**config.mk**
```make
export PLATFORM = sky130hd
export DESIGN_NAME = fsm_light_sequencer
export DESIGN_NICKNAME = d
export VERILOG_FILES = /design/src/rtl/fsm_light_sequencer.sv
export SDC_FILE = /design/constraint.sdc
export NUM_CORES = 1
export LEC_CHECK = 0
export BUFFER_PORTS_ARGS = -buffer_cell sky130_fd_sc_hd__buf_4
export CORE_MARGIN = 2
export CORE_UTILIZATION = 45
export DETAILED_ROUTE_END_ITERATION = 6
export PLACE_DENSITY_LB_ADDON = 0.25
export SYNTH_ARGS = -nofsm -noshare
export SYNTH_HDL_FRONTEND = slang
export SYNTH_SLANG_ARGS = --single-unit
```
**constraint.sdc**
```tcl
create_clock -name CLK -period 2.19 [get_ports CLK]
set_clock_uncertainty 0.05 [all_clocks]
set_input_delay 0.219 -clock CLK [delete_from_list [all_inputs] [get_ports CLK]]
set_output_delay 0.219 -clock CLK [all_outputs]
set_load 0.02 [all_outputs]
```
**src/rtl/fsm_light_sequencer.sv**
```systemverilog
// Traffic-light phase sequencer driving an external interval timer.
// Optional pedestrian request shortening GREEN: define PED_REQUEST_EN.
module fsm_light_sequencer #(
    parameter int RED_TICKS       = 4,
    parameter int RED_AMBER_TICKS = 1,
    parameter int GREEN_TICKS     = 4,
    parameter int AMBER_TICKS     = 2
) (
    input  logic       CLK,
    input  logic       N_RESET,
    input  logic       READY,
    input  logic       REQ,
    output logic       START,
    output logic       RESET,
    output logic       RED,
    output logic       AMBER,
    output logic       GREEN,
    output logic [1:0] PHASE,
    output logic       PED_WAIT
);

    typedef enum logic [1:0] {
        PH_RED, PH_RED_AMBER, PH_GREEN, PH_AMBER
    } phase_t;

    typedef enum logic [1:0] {
        ST_INIT, ST_ARM, ST_WAIT, ST_ACK
    } step_t;

    phase_t     phase, phase_nxt;
    step_t      step, step_nxt;
    logic [7:0] ticks, ticks_nxt;
    logic       cut;

`ifdef PED_REQUEST_EN
    logic ped, ped_nxt;
`else
    logic unused_req;
    assign unused_req = REQ;
`endif

    function automatic phase_t succ(input phase_t p);
        phase_t r;
        r = PH_RED;
        case (p)
            PH_RED:       r = PH_RED_AMBER;
            PH_RED_AMBER: r = PH_GREEN;
            PH_GREEN:     r = PH_AMBER;
            PH_AMBER:     r = PH_RED;
            default:      r = PH_RED;
        endcase
        return r;
    endfunction

    function automatic logic [7:0] load(input phase_t p);
        logic [7:0] r;
        r = 8'(RED_TICKS);
        case (p)
            PH_RED:       r = 8'(RED_TICKS);
            PH_RED_AMBER: r = 8'(RED_AMBER_TICKS);
            PH_GREEN:     r = 8'(GREEN_TICKS);
            PH_AMBER:     r = 8'(AMBER_TICKS);
            default:      r = 8'(RED_TICKS);
        endcase
        return r;
    endfunction

    always_ff @(posedge CLK or negedge N_RESET) begin
        if (!N_RESET) begin
            phase <= PH_RED;
            step  <= ST_INIT;
            ticks <= 8'(RED_TICKS);
`ifdef PED_REQUEST_EN
            ped   <= 1'b0;
`endif
        end else begin
            phase <= phase_nxt;
            step  <= step_nxt;
            ticks <= ticks_nxt;
`ifdef PED_REQUEST_EN
            ped   <= ped_nxt;
`endif
        end
    end

    always_comb begin
        phase_nxt = phase;
        step_nxt  = step;
        ticks_nxt = ticks;
`ifdef PED_REQUEST_EN
        cut = ped && (phase == PH_GREEN);
`else
        cut = 1'b0;
`endif
        case (step)
            ST_INIT: step_nxt = ST_ARM;
            ST_ARM:  step_nxt = ST_WAIT;
            ST_WAIT: if (READY) step_nxt = ST_ACK;
            ST_ACK: begin
                step_nxt = ST_ARM;
                if (ticks > 8'd1 && !cut) begin
                    ticks_nxt = ticks - 8'd1;
                end else begin
                    phase_nxt = succ(phase);
                    ticks_nxt = load(succ(phase));
                end
            end
            default: step_nxt = ST_INIT;
        endcase
`ifdef PED_REQUEST_EN
        // Clear on RED entry takes priority over a same-cycle request.
        ped_nxt = ped;
        if (phase_nxt == PH_RED && phase != PH_RED)
            ped_nxt = 1'b0;
        else if (REQ && phase != PH_RED)
            ped_nxt = 1'b1;
`endif
    end

    always_comb begin
        START = (step == ST_ARM);
        RESET = (step == ST_INIT) || (step == ST_ACK);
        RED   = (phase == PH_RED) || (phase == PH_RED_AMBER);
        AMBER = (phase == PH_RED_AMBER) || (phase == PH_AMBER);
        GREEN = (phase == PH_GREEN);
        PHASE = phase;
`ifdef PED_REQUEST_EN
        PED_WAIT = ped;
`else
        PED_WAIT = 1'b0;
`endif
    end

endmodule

```
==> results by group <==
Min path
  • Hold WC Path Type: in2reg

Yosys
  • Synth Register Bits: 12
  • Gate Count Post-Synth: 82
  • Seq/Total Area, Yosys: 36.9%
  • Synth unique cells: 33
  • Cell Area, Synth: 817 µm²
  • Synthesized Nets: 97
  • Post-synthesis area per instance: 9.96 µm²
  • Number of synthesized flops with an enable pin: 0
  • Asr flop ratio synth: 100%
  • Synth Flop Type: dfrtp_1
  • Synth warnings: 0

Timing
  • Setup TNS: 0 ps
  • Count of final hold-check violations: 0
  • Slew @ Worst Pin: 539 ps
  • Setup-failing EPs final: 0
  • RSZ-0062 raised after global routing: false
  • Min Clock Period, post-route: 1920 ps
  • Hold_ws: 247 ps
  • Final worst-path cycle share: 87.8%
  • Final Slew Violations: 0
  • Slew margin rel.: 64.0%
  • Fmax achieved: 0.520 GHz

GRT
  • GR Overflow Total: 0
  • GRT Util Overall: 16.2%
  • First-pass GRT wire length: 2430 µm
  • Vias in the first global route: 557
  • Largest net degree at the start of global routing: 13
  • Antenna violations before repair: 0

Flow run
  • Max Cap Viol: 0

Worst setup path
  • Worst EP required: 2300 ps
  • Worst Path Arrival: 2030 ps
  • Critical path class: reg2reg
  • Startpoint types: flip-flop
  • Crit end category: flip-flop
  • Critical path peak fanout: 7

Pwr
  • Pwr per Cell Area: 1580 mW/mm²
  • Lkg Pwr: 0.444 nW
  • Peak supply drop: 807 µV

Run status
  • Status: finished clean

Cells and area
  • Share of layout cells above drive strength 1: 23.4%
  • Fin nets: 110
  • Layout area overhead: 16.4%
  • Diode count: 0

CTS
  • Hold buffer count at cts: 1
  • CTS Sinks: 12
  • Post-CTS setup buffers: 0
  • Clock buffer count from CTS: 3
  • CTS tree: yes
  • Maximum buffer depth of the clock tree: 2
  • Clk_lat worst skew: 270 ps
  • CTS root buf: clkbuf_4
  • CTS clk-pin slew, worst paths: 80 ps
  • H-Tree Depth: 1
  • Resize count post-CTS: 0

Drt
  • Detailed-route via count: 600
  • Residual DRC count: 0
  • WL final: 1350 µm
  • Post-DRT Antenna Nets: 0
  • Drt wl/cell: 11.4 µm
  • Via-to-Cell Ratio: 5.04
  • Initial DRT Pass Iterations: 4
  • Initial DRC count: 13

Die
  • Die Ht: 46.6 µm
  • Die area: 0.00217 mm²
  • Die Width: 46.6 µm
  • Starting density of the core: 47.8%
  • Core ar.: 0.00171 mm²
  • Top Ports: 12
  • Core Rows: 15

Placed design
  • Routability cong.: 0.862
  • DP Wirelength: 1040 µm
  • Port bufs: 9
==> metrics by stage <==
stage	cells	setup WS, ps	utilization [%]	cell area (µm²)	power, mW
global placement	114	297	53.0	905	1.31
global route	119	159	55.7	951	1.66
CTS	119	288	55.7	951	1.52
detailed placement	114	300	53.0	905	1.34
floorplan	82	360	-	817	1.09
finish	119	267	55.7	951	1.50
==> routing by layer <==
| layer | wire length, µm | vias to the layer above | track usage [%] |
|---|---|---|---|
| met5 | 0 | - | 0 |
| met1 | 651 | 274 | 21.2 |
| met3 | 63 | 2 | 7.06 |
| li1 | - | 312 | - |
| met4 | 12 | 0 | 3.33 |
| met2 | 626 | 12 | 24.7 |
==> power by group <==
group	total, mW	switching (mW)	internal (mW)
logic	0.860	0.470	0.390
clock network	0.177	0.0758	0.101
registers	0.466	0.127	0.339
==> worst paths after layout <==
| kind | startpoint | slack, ps | end | cells after the start |
|---|---|---|---|---|
| worst max-delay path | ticks[0]$_DFFE_PN0P_ | 270 | PHASE[1]$_DFFE_PN0P_ | 5 |
| worst min-delay path | READY | 250 | step[0]$_DFFE_PN0P_ | 3 |
| worst max register to register | ticks[0]$_DFFE_PN0P_ | 270 | PHASE[1]$_DFFE_PN0P_ | 5 |
| worst min register to register | ticks[6]$_DFFE_PN0P_ | 470 | ticks[6]$_DFFE_PN0P_ | 1 |
| max in group asynchronous | N_RESET | 1600 | ticks[2]$_DFFE_PN1P_ | 2 |
| min in group asynchronous | N_RESET | 260 | ticks[0]$_DFFE_PN0P_ | 2 |
==> area by class of cell <==
cell class,instances,area [µm²]
well taps,25,31.3
flip-flops and latches,12,302
inverters,9,33.8
repair buffers,12,92.6
clock buffers,4,36.3
fillers,160,757
multi-input cells,57,455
==> worst max-delay path, cell delays in order (launching register included) <==
cell      delay, ps
dfrtp_1         470
inv_1            90
ha_1            270
o21bai_1        480
nor3_2          120
mux2_1          330
==> Yosys cell counts, drive strengths merged, types with 2 or more instances <==
cell / number / area share, %
nor4: 3 / 2.3
or2: 2 / 1.5
ha: 11 / 17
a21oi: 3 / 1.8
dfrtp: 11 / 34
o21ai: 5 / 3.1
nand2: 2 / 0.92
inv: 9 / 4.1
nand2b: 2 / 1.5
nor2: 6 / 2.8
clkbuf: 2 / 0.92
buf: 2 / 2.3
mux2i: 3 / 3.7
mux2: 2 / 2.8
o311ai: 2 / 2.1
or4: 2 / 2.3
==> cell usage in the layout (no fill, tap or decap) <==
master and n:
a211o_1 1, a211oi_1 1, a21oi_1 3, and4bb_2 1
buf_4 11, clkbuf_4 3, clkbuf_8 1, conb_1 1
dfrtp_1 11, dfstp_2 1, dlygate4sd3_1 1, ha_1 11
inv_1 9, mux2_1 2, mux2i_1 3, nand2_1 2
nand2b_1 2, nand3_1 1, nor2_1 6, nor2b_1 1
nor3_2 1, nor3b_1 1, nor4_1 3, nor4b_1 1
o21ai_0 5, o21bai_1 1, o221ai_1 1, o311ai_1 2
o31ai_1 1, or2_2 2, or3_4 1, or4_1 1
or4_4 1, or4b_1 1
==> sequential cells by signal, summed over array words and instances, names as in the netlist <==
signal	cells
ticks	8
PHASE	2
step	2
==> cells by family (layout without fill, tap and decap cells) <==
group | after synthesis | count (layout) | synth area share [%]
fa+ha+maj | 11 | 11 | 16.8
compound gates | 15 | 15 | 11.9
simple gates | 25 | 25 | 20.1
buf+inv | 13 | 25 | 7.35
other cells | 1 | 1 | 0.459
mux | 5 | 5 | 6.43
flops | 12 | 12 | 36.9
Power figures use the tool's default switching activity.
